`src/rtl/regfile_pkg.sv`:
```
// Shared definitions for the register-file transfer controller:
// command op encodings, controller state encoding and default widths.
package regfile_pkg;

  localparam int RF_DATA_W = 16;
  localparam int RF_ADDR_W = 3;

  typedef enum logic [1:0] {
    OP_LDI  = 2'b00,
    OP_COPY = 2'b01,
    OP_SWAP = 2'b10,
    OP_READ = 2'b11
  } op_t;

  typedef enum logic [2:0] {
    IDLE = 3'd0,
    RD_A = 3'd1,
    RD_B = 3'd2,
    WR_A = 3'd3,
    WR_B = 3'd4,
    DONE = 3'd5
  } state_t;

endpackage

```
`src/rtl/regfile_xfer_ctrl_if.sv`:
```
// Command handshake plus register-file bus seen by the transfer controller.
//
// Handshake: a command transfers on a rising clk edge where cmd_valid and
// cmd_ready are both 1. cmd_ready depends only on controller state and reset,
// never on cmd_valid. cmd_* fields are only looked at on that edge. done is a
// single-cycle pulse; resp_data is meaningful only while done=1 and 0 otherwise.
//
// master: the controller (drives rf_*, cmd_ready, done, resp_data).
// slave : front end + regfile (drive cmd_*, rf_data_out).
interface regfile_xfer_ctrl_if #(
  parameter int DATA_W = 16,
  parameter int ADDR_W = 3
);
  logic              cmd_valid;
  logic              cmd_ready;
  logic [1:0]        cmd_op;
  logic [ADDR_W-1:0] cmd_rd;
  logic [ADDR_W-1:0] cmd_rs;
  logic [DATA_W-1:0] cmd_imm;
  logic              done;
  logic [DATA_W-1:0] resp_data;
  logic              rf_write;
  logic [ADDR_W-1:0] rf_writenum;
  logic [ADDR_W-1:0] rf_readnum;
  logic [DATA_W-1:0] rf_data_in;
  logic [DATA_W-1:0] rf_data_out;

  modport master (
    input  cmd_valid, cmd_op, cmd_rd, cmd_rs, cmd_imm, rf_data_out,
    output cmd_ready, done, resp_data, rf_write, rf_writenum, rf_readnum, rf_data_in
  );

  modport slave (
    output cmd_valid, cmd_op, cmd_rd, cmd_rs, cmd_imm, rf_data_out,
    input  cmd_ready, done, resp_data, rf_write, rf_writenum, rf_readnum, rf_data_in
  );
endinterface

```
`src/rtl/load_enable.sv`:
```
// Register with synchronous clear and load enable; holds otherwise.
module load_enable #(
  parameter int N = 16
) (
  input  logic         clk,
  input  logic         reset,
  input  logic         load,
  input  logic [N-1:0] d,
  output logic [N-1:0] q
);
  // Clear on reset, capture d when load is high.
  always_ff @(posedge clk) begin
    if (reset)     q <= '0;
    else if (load) q <= d;
  end
endmodule

```
`src/rtl/regfile_xfer_ctrl_xfer_fsm.sv`:
```
// Sequencing FSM: walks RD_A/RD_B/WR_A/WR_B/DONE for the latched op and
// decodes the register-file controls, done pulse and response from state.
module xfer_fsm
  import regfile_pkg::*;
#(
  parameter int DATA_W = 16,
  parameter int ADDR_W = 3
) (
  input  logic              clk,
  input  logic              reset,
  input  logic              cmd_valid,
  input  op_t               cmd_op,
  input  op_t               op_q,
  input  logic [ADDR_W-1:0] rd_q,
  input  logic [ADDR_W-1:0] rs_q,
  input  logic [DATA_W-1:0] a_q,
  input  logic [DATA_W-1:0] b_q,
  output state_t            state,
  output logic              accept,
  output logic              cmd_ready,
  output logic              done,
  output logic [DATA_W-1:0] resp_data,
  output logic              rf_write,
  output logic [ADDR_W-1:0] rf_writenum,
  output logic [ADDR_W-1:0] rf_readnum,
  output logic [DATA_W-1:0] rf_data_in
);
  state_t            state_q, state_d;
  logic [ADDR_W-1:0] readnum_q, writenum_q;
  logic [DATA_W-1:0] data_in_q;

  assign state  = state_q;
  assign accept = cmd_valid & cmd_ready;

  // State register plus hold copies so rf addresses/data keep their last value.
  always_ff @(posedge clk) begin
    if (reset) begin
      state_q    <= IDLE;
      readnum_q  <= '0;
      writenum_q <= '0;
      data_in_q  <= '0;
    end else begin
      state_q    <= state_d;
      readnum_q  <= rf_readnum;
      writenum_q <= rf_writenum;
      data_in_q  <= rf_data_in;
    end
  end

  // Next state and output decode; writes are suppressed on a reset cycle.
  always_comb begin
    state_d     = state_q;
    cmd_ready   = 1'b0;
    done        = 1'b0;
    resp_data   = '0;
    rf_write    = 1'b0;
    rf_writenum = writenum_q;
    rf_readnum  = readnum_q;
    rf_data_in  = data_in_q;
    case (state_q)
      IDLE: begin
        cmd_ready = ~reset;
        if (accept) state_d = (cmd_op == OP_LDI) ? WR_A : RD_A;
      end
      RD_A: begin
        rf_readnum = rs_q;
        if (op_q == OP_READ)      state_d = DONE;
        else if (op_q == OP_SWAP) state_d = RD_B;
        else                      state_d = WR_A;
      end
      RD_B: begin
        rf_readnum = rd_q;
        state_d    = WR_A;
      end
      WR_A: begin
        rf_write    = ~reset;
        rf_writenum = rd_q;
        rf_data_in  = a_q;
        state_d     = (op_q == OP_SWAP) ? WR_B : DONE;
      end
      WR_B: begin
        rf_write    = ~reset;
        rf_writenum = rs_q;
        rf_data_in  = b_q;
        state_d     = DONE;
      end
      DONE: begin
        done      = 1'b1;
        resp_data = (op_q == OP_READ) ? a_q : '0;
        state_d   = IDLE;
      end
      default: state_d = IDLE;
    endcase
  end
endmodule

```
`src/rtl/regfile_xfer_ctrl.sv`:
```
// Register-transfer command initiator for the regfile: latches the command
// and the A/B operand registers, and lets xfer_fsm sequence the regfile.
module regfile_xfer_ctrl
  import regfile_pkg::*;
#(
  parameter int DATA_W = RF_DATA_W,
  parameter int ADDR_W = RF_ADDR_W
) (
  input  logic                  clk,
  input  logic                  reset,
  regfile_xfer_ctrl_if.master   bus,
  output state_t                dbg_state
);
  state_t            state;
  logic              accept;
  op_t               op_q;
  logic [ADDR_W-1:0] rd_q, rs_q;
  logic              a_load, b_load;
  logic [DATA_W-1:0] a_d, a_q, b_q;

  // Command latch, captured only on the accepting edge.
  always_ff @(posedge clk) begin
    if (reset) begin
      op_q <= OP_LDI;
      rd_q <= '0;
      rs_q <= '0;
    end else if (accept) begin
      op_q <= op_t'(bus.cmd_op);
      rd_q <= bus.cmd_rd;
      rs_q <= bus.cmd_rs;
    end
  end

  // A takes the immediate on an LDI acceptance or the read data in RD_A.
  assign a_load = (state == RD_A) | (accept & (op_t'(bus.cmd_op) == OP_LDI));
  assign a_d    = (state == RD_A) ? bus.rf_data_out : bus.cmd_imm;
  assign b_load = (state == RD_B);

  load_enable #(.N(DATA_W)) u_a (
    .clk(clk), .reset(reset), .load(a_load), .d(a_d), .q(a_q)
  );

  load_enable #(.N(DATA_W)) u_b (
    .clk(clk), .reset(reset), .load(b_load), .d(bus.rf_data_out), .q(b_q)
  );

  xfer_fsm #(.DATA_W(DATA_W), .ADDR_W(ADDR_W)) u_fsm (
    .clk        (clk),
    .reset      (reset),
    .cmd_valid  (bus.cmd_valid),
    .cmd_op     (op_t'(bus.cmd_op)),
    .op_q       (op_q),
    .rd_q       (rd_q),
    .rs_q       (rs_q),
    .a_q        (a_q),
    .b_q        (b_q),
    .state      (state),
    .accept     (accept),
    .cmd_ready  (bus.cmd_ready),
    .done       (bus.done),
    .resp_data  (bus.resp_data),
    .rf_write   (bus.rf_write),
    .rf_writenum(bus.rf_writenum),
    .rf_readnum (bus.rf_readnum),
    .rf_data_in (bus.rf_data_in)
  );

  assign dbg_state = state;
endmodule

```
`src/flat_wrapper.sv`:
```
// flat-port wrapper written by rule: the top's interface ports become plain ports
module regfile_xfer_ctrl_flat import regfile_pkg::*;
#(
  parameter int DATA_W = RF_DATA_W,
  parameter int ADDR_W = RF_ADDR_W
)
  (clk, reset, dbg_state, bus_cmd_valid, bus_cmd_op, bus_cmd_rd, bus_cmd_rs, bus_cmd_imm, bus_rf_data_out, bus_cmd_ready, bus_done, bus_resp_data, bus_rf_write, bus_rf_writenum, bus_rf_readnum, bus_rf_data_in);
  regfile_xfer_ctrl_if #(.DATA_W(DATA_W), .ADDR_W(ADDR_W)) bus_i ();
  input  logic clk;
  input  logic reset;
  output state_t dbg_state;
  input wire logic [$bits(bus_i.cmd_valid)-1:0] bus_cmd_valid;
  input wire logic [$bits(bus_i.cmd_op)-1:0] bus_cmd_op;
  input wire logic [$bits(bus_i.cmd_rd)-1:0] bus_cmd_rd;
  input wire logic [$bits(bus_i.cmd_rs)-1:0] bus_cmd_rs;
  input wire logic [$bits(bus_i.cmd_imm)-1:0] bus_cmd_imm;
  input wire logic [$bits(bus_i.rf_data_out)-1:0] bus_rf_data_out;
  output wire logic [$bits(bus_i.cmd_ready)-1:0] bus_cmd_ready;
  output wire logic [$bits(bus_i.done)-1:0] bus_done;
  output wire logic [$bits(bus_i.resp_data)-1:0] bus_resp_data;
  output wire logic [$bits(bus_i.rf_write)-1:0] bus_rf_write;
  output wire logic [$bits(bus_i.rf_writenum)-1:0] bus_rf_writenum;
  output wire logic [$bits(bus_i.rf_readnum)-1:0] bus_rf_readnum;
  output wire logic [$bits(bus_i.rf_data_in)-1:0] bus_rf_data_in;
  assign bus_i.cmd_valid = bus_cmd_valid;
  assign bus_i.cmd_op = bus_cmd_op;
  assign bus_i.cmd_rd = bus_cmd_rd;
  assign bus_i.cmd_rs = bus_cmd_rs;
  assign bus_i.cmd_imm = bus_cmd_imm;
  assign bus_i.rf_data_out = bus_rf_data_out;
  assign bus_cmd_ready = bus_i.cmd_ready;
  assign bus_done = bus_i.done;
  assign bus_resp_data = bus_i.resp_data;
  assign bus_rf_write = bus_i.rf_write;
  assign bus_rf_writenum = bus_i.rf_writenum;
  assign bus_rf_readnum = bus_i.rf_readnum;
  assign bus_rf_data_in = bus_i.rf_data_in;
  regfile_xfer_ctrl #(.DATA_W(DATA_W), .ADDR_W(ADDR_W)) u_core (.clk(clk), .reset(reset), .bus(bus_i), .dbg_state(dbg_state));
endmodule
```
`config.mk`:
```
export PLATFORM = sky130hd
export DESIGN_NAME = regfile_xfer_ctrl_flat
export DESIGN_NICKNAME = d
export VERILOG_FILES = /design/src/rtl/regfile_pkg.sv /design/src/rtl/regfile_xfer_ctrl_if.sv /design/src/rtl/load_enable.sv /design/src/rtl/regfile_xfer_ctrl_xfer_fsm.sv /design/src/rtl/regfile_xfer_ctrl.sv /design/src/flat_wrapper.sv
export SDC_FILE = /design/constraint.sdc
export NUM_CORES = 1
export LEC_CHECK = 0
export ABC_AREA = 1
export CAP_MARGIN = 30
export CORE_MARGIN = 8
export CORE_UTILIZATION = 32
export DETAILED_ROUTE_END_ITERATION = 8
export HOLD_SLACK_MARGIN = 0.05
export PLACE_DENSITY_LB_ADDON = 0.25
export SETUP_SLACK_MARGIN = 0.1
export SLEW_MARGIN = 20
export SYNTH_ARGS = -nofsm -noshare
export SYNTH_HDL_FRONTEND = slang
export SYNTH_SLANG_ARGS = --single-unit
export TNS_END_PERCENT = 100
```
`constraint.sdc`:
```
create_clock -name clk -period 1.6 [get_ports clk]
set_input_delay 0.4 -clock clk [delete_from_list [all_inputs] [get_ports clk]]
set_output_delay 0.4 -clock clk [all_outputs]
set_load 0.02 [all_outputs]
```
==> run metrics, run 1 <==
Initial Util 0.3265; fin. max-slew vios 0; io pins 87; num rows 36; Final ANT Viol Nets 0; clock transition at the registers of the reported paths 0.09 ns; Layout Area Growth over Synthesis 86.47%; gr usage total 0.1699; Post-Syn Nets 501; Placed Area 4984 um^2; die height 115.4 um; layout cell share with drive strength beyond 1 0.4607; Synth top area share 0.4116; drt drc 0; f_max 500.9 MHz; Setup crit start u_core.u_fsm.state[2]; Main synth FF type dfxtp_1; Longest Clk Path Bufs 2; Final period util 1.248; R2R setup slack 0.02 ns; CP max stage delay 0.38 ns; Final min period 1.997 ns; cell taking the most area after synthesis dfxtp_1; Mapped Area 3162 um^2; first-pass GRT wire length 17650 um; latest clock arrival within the worst-skew pair 0.36 ns; Critical Path Source Type flip-flop; number of buffers created by CTS 9; r2r startpoint u_core.u_fsm.state[0]; CTS tree done; dpl ws -0.5718 ns; outcome finished with violations; post-synth cell types 27; CP Data Arrival Time 1.60 ns; core area 9684 um^2; worst-path fanout max 8; Leak Pwr 2.768 nW; worst reg2reg path depth 9; maxcap violations 0; DR pass1 iterations 4; DR WL/cell 14.83 um; HP Class reg -> reg; final wirelength 11410 um; post-synthesis sequential area ratio 0.4116; root buffer cell clkbuf_8; die area 13320 um^2; Port Buffer Count 86; Vias 3598; EDFF count, synth 0; Vias/cell 4.679; PwrDens 944.2 nW/um^2; Max-slew headroom 0.8098; most frequent cells in the layout 87 x buf_4, 75 x nand2_1, 62 x dfxtp_1; Fin Setup TNS -14.20 ns; Fin Hold WS 0.4579 ns; detailed router's first-iteration violation count 116; final setup margin -0.3966 ns; diode count 0; synthesized instance count 458; Crit-path slowest cell dfxtp_4; ys async rst share 0; fin area 5896 um^2; Layout Skew 0.01634 ns; Yosys warnings 0; WHS Path Cells 2; initial antenna violation count 0; crit-path cells inv_6 -> nor3_4 -> bufinv_16 -> nor3_4 -> buf_6; worst vdd ir 0.4706 mV; RSZ-0062 raised after global routing yes; Synth Register Bits 65; Most common cell on crit path nor3_4; final net count 674; CP Capture Type output port; Crit Path Class reg -> out; failing checks negative setup slack; most common cell after layout, fill and taps aside buf_4; vias in the first global route 3484; largest net degree at the start of global routing 43; Synth Area per Inst 6.903 um^2; worst endpoint required time 1.20 ns; final hold viol count 0; hold bufs inserted after CTS 0; worst-margin pin slew 0.2849 ns; Detail Placement HPWL 7406 um; GP Congestion 0.8268; Die X 115.4 um; synth top area cells dfxtp_1 41%, nand2_1 14%, inv_1 6.8%; Final setup viols 41; htree depth 3; GRT overflow 0; Hold Path Origin u_core.u_b.q[3]; clock sink count 65
-- worst paths after layout --
kind,to
min,u_core.u_b.q[3]
max reg2reg,u_core.u_a.q[5]
max,bus_resp_data[5]
min reg2reg,u_core.u_b.q[3]
-- cell usage after synthesis (2+ instances only) --
library cell  number
nor3_1            16
a21oi_2           10
buf_2             13
buf_4              2
inv_2             15
a21oi_1           34
a31oi_1            3
nor2_1            36
nand2_1          119
dfxtp_1           65
nor2_4             2
clkbuf_1           9
nand3_1           24
inv_1             57
o22ai_2           10
o21ai_0           24
o22ai_1            9
-- flip-flops by register name (all words and copies together) (netlist names) --
register                 flops
u_core.u_b.q                16
u_core.op_q                  2
u_core.u_fsm.readnum_q       3
u_core.u_a.q                16
u_core.u_fsm.data_in_q      16
u_core.rs_q                  3
u_core.u_fsm.writenum_q      3
u_core.u_fsm.state           3
u_core.rd_q                  3
-- cell families after synthesis --
logic type	count (synthesis)	synth area share
compound gates	91	0.1852
flops	65	0.4116
simple gates	204	0.2770
buf+inv	98	0.1262
-- routing by layer --
| metal | vias up | GRT usage | part of all wire |
|---|---|---|---|
| met5 | - | 0 | 0 |
| met4 | 0 | 0.06830 | 0.024 |
| met3 | 23 | 0.03099 | 0.047 |
| met2 | 93 | 0.2926 | 0.50 |
| met1 | 1676 | 0.2034 | 0.43 |
| li1 | 1806 | - | - |
-- layout make-up --
| class | count | area, um^2 |
|---|---|---|
| inverters | 72 | 306.5 |
| repair inverters | 1 | 11.26 |
| multi-input cells | 296 | 2061 |
| clock inverters | 7 | 125.1 |
| clock buffers | 9 | 123.9 |
| flip-flops and latches | 65 | 1313 |
| fillers | 834 | 3789 |
| well taps | 133 | 166.4 |
| repair buffers | 186 | 1789 |
-- worst max-delay path: cells and delay by family (launching register included) --
kind,cells,cell delay (ns)
buffers and inverters,3,0.45
and+or+nand+nor,2,0.42
DFF,1,0.38
-- report_power, final --
part	internal, W	switching (W)	leakage, nW
registers	0.00181	0.0000808	0.532
logic	0.000889	0.00103	2.11
clock network	0.00105	0.000707	0.125
total	0.00375	0.00181	2.77
-- stage by stage --
| stage | total power [W] | std cells | util |
|---|---|---|---|
| after detailed placement | 0.003445 | 730 | 0.5146 |
| after CTS | 0.005354 | 761 | 0.5792 |
| after global routing | 0.005848 | 769 | 0.6088 |
| final | 0.005567 | 769 | 0.6088 |
| after floorplan | 0.002801 | 458 | - |
| after global placement | 0.003423 | 730 | 0.5146 |
-- what timing repair did --
action                                 CTS  global route
buffers inserted                        14             8
pin swaps                               23            28
cloned                                   2             1
resized for setup                      291            50
endpoints found under the hold margin    0             0
setup endpoints to repair               70            62
Power figures use the tool's default switching activity.
==> run 2, diff against run 1 <==
- GPL_ROUTABILITY_DRIVEN: unset -> 0
==> results of run 2 <==
Final layout, timing and power as in run 1 (identical DEF).
==> run 3, diff against run 2 <==
- CORE_MARGIN: 8 -> 3
- GPL_ROUTABILITY_DRIVEN: 0 -> unset
==> run metrics, run 3 (synthesis results as in run 1) <==
outcome finished with violations (unchanged); failing checks negative setup slack (unchanged); die area 11110 um^2 (was 13320 um^2); clock transition at the registers of the reported paths 0.07 ns (was 0.09 ns); die height 105.4 um (was 115.4 um); Crit-path slowest cell dfxtp_4 (unchanged); wl on met1 4879 um (was 4950 um); Vias/cell 4.637 (was 4.679); Cells after DPL 722 (was 730); drt drc 0 (unchanged); DR WL/cell 14.45 um (was 14.83 um); Final ANT Viol Nets 0 (unchanged); most frequent cells in the layout 79 x nand2_1, 72 x buf_4, 62 x dfxtp_1 (was 87 x buf_4, 75 x nand2_1, 62 x dfxtp_1); latest clock arrival within the worst-skew pair 0.35 ns (was 0.36 ns); f_max 498.2 MHz (was 500.9 MHz); first-pass GRT wire length 16880 um (was 17650 um); GP Congestion 0.8226; final hold viol count 0 (unchanged); register area 1313 um^2 (unchanged); final net count 661 (was 674); diode count 0 (unchanged); Leak Pwr 2.670 nW (was 2.768 nW); worst-path fanout max 4 (was 8); crit-path cells inv_6 -> buf_12 -> buf_4 -> nand3b_4 -> nand2_1 -> inv_2 -> nand2_1 -> nand3_1 -> buf_4 (was inv_6 -> nor3_4 -> bufinv_16 -> nor3_4 -> buf_6); CP max stage delay 0.36 ns (was 0.38 ns); largest net degree at the start of global routing 34 (was 43); Layout Area Growth over Synthesis 79.54% (was 86.47%); Critical Path Source Type flip-flop (unchanged); layout cell share with drive strength beyond 1 0.4173 (was 0.4607); fin. max-slew vios 0 (unchanged); Final period util 1.254 (was 1.248); Final setup viols 41 (unchanged); initial antenna violation count 0 (unchanged); gr usage total 0.1932 (was 0.1699); RSZ-0062 raised after global routing yes (unchanged); DR WL met2 5230 um (was 5649 um); Vias 3487 (was 3598); htree depth 3 (unchanged); root buffer cell clkbuf_8 (unchanged); core area 9415 um^2 (was 9684 um^2); DR pass1 iterations 5 (was 4); detailed router's first-iteration violation count 156 (was 116); Detail Placement HPWL 6928 um (was 7406 um); delay-heaviest family, CP buffers and inverters (unchanged); PwrDens 897.2 nW/um^2 (was 944.2 nW/um^2); Placed Area 4964 um^2 (was 4984 um^2); CP bufs+invs 5 (was 3); met3 WL 611 um (was 535 um); maxcap violations 0 (unchanged); number of buffers created by CTS 9 (unchanged); num rows 35 (was 36); fin area 5677 um^2 (was 5896 um^2); number of fill cells in the layout 836 (was 834); final wirelength 10870 um (was 11410 um); worst-margin pin slew 0.2687 ns (was 0.2849 ns); CP Data Arrival Time 1.61 ns (was 1.60 ns); CTS tree done (unchanged); vias in the first global route 3326 (was 3484); Max-slew headroom 0.8209 (was 0.8098); worst endpoint required time 1.20 ns (about the same); Die X 105.4 um (was 115.4 um); CP Capture Type output port (unchanged); Initial Util 0.3358 (was 0.3265); uppermost layer routed met4 (unchanged); Largest regs u_core.u_a.q x16, u_core.u_b.q x16, u_core.u_fsm.data_in_q x16 (unchanged); worst vdd ir 0.5085 mV (was 0.4706 mV); Layout Skew 0.01087 ns (was 0.01634 ns); Longest Clk Path Bufs 2 (unchanged); most common cell after layout, fill and taps aside nand2_1 (was buf_4); Post-Layout Cell Count 752 (was 769); final setup margin -0.4071 ns (was -0.3966 ns); area of the multi-input gates 1942 um^2 (was 2061 um^2); io pins 87 (unchanged); Port Buffer Count 86 (unchanged); GRT overflow 0 (unchanged); Final min period 2.007 ns (was 1.997 ns); clock sink count 65 (unchanged); Crit Path Class reg -> out (unchanged); HP Class reg -> reg (unchanged)
[run 3: changes by cell type in the layout (fill, tap and decap cells not counted), sizes merged]
| cell | delta |
|---|---|
| buf | -14 |
| bufbuf | +1 |
| bufinv | -2 |
| clkbuf | +3 |
| clkdlybuf4s15 | -1 |
| clkinv | +1 |
| clkinvlp | +1 |
| inv | -2 |
[run 3: metrics by stage]
step / power [W] / TNS, ns / utilization / setup WS [ns] / hold WS (ns)
finish: 0.005093 / -14.31 / 0.6029 / -0.4071 / 0.4539
global route: 0.005361 / -16.65 / 0.6029 / -0.4809 / 0.4843
CTS: 0.004972 / -15.01 / 0.5741 / -0.4361 / 0.4559
detailed placement: 0.003431 / -35.39 / 0.5272 / -0.6102 / 0.4474
global placement: 0.003409 / -33.35 / 0.5272 / -0.5847 / 0.4495
floorplan: 0.002801 / -1.010 / - / -0.1571 / 0.4152
[run 3: worst reg2reg max path: stages (launching register included)]
cell	delay (ns)
dfxtp_4	0.36
inv_6	0.06
buf_12	0.09
buf_4	0.16
nand3b_4	0.11
inv_4	0.09
buf_12	0.15
nor2_4	0.04
buf_12	0.15
nor2_1	0.13
nor2_1	0.06
[run 3: timing repair]
action	in CTS	in global routing
endpoints found under the setup margin	70	62
hold buffers	0	0
gates cloned	3	2
buffers inserted	8	2
gates resized for setup	265	52
pin swaps	4	11
[run 3: final timing paths]
kind	startpoint	end	slack, ns	cells past startpoint
worst max-delay path	u_core.u_fsm.state[2]	bus_rf_readnum[1]	-0.41	9
worst min-delay path	u_core.u_b.q[2]	u_core.u_b.q[2]	0.45	2
worst max register to register	u_core.u_fsm.state[2]	u_core.u_a.q[4]	0.10	10
worst min register to register	u_core.u_b.q[2]	u_core.u_b.q[2]	0.45	2
[run 3: per-layer routing]
layer	vias to the layer above	track usage
met2	103	0.3215
met4	0	0.05623
met3	13	0.03919
met1	1590	0.2525
li1	1781	-
met5	-	0
[run 3: layout make-up]
cell class	instances	share of cell area
multi-input combinational	296	0.3421
timing repair inverter	1	0.001984
timing repair buffer	173	0.3079
tap	129	0.02843
sequential	65	0.2312
inverter	72	0.05400
clock inverter	5	0.009478
clock buffer	11	0.02491
[run 3: where the power goes]
part           total, W  internal (W)  switching [W]
Combinational   0.00180      0.000817       0.000980
Clock           0.00141      0.000758       0.000655
Sequential      0.00188       0.00181      0.0000734
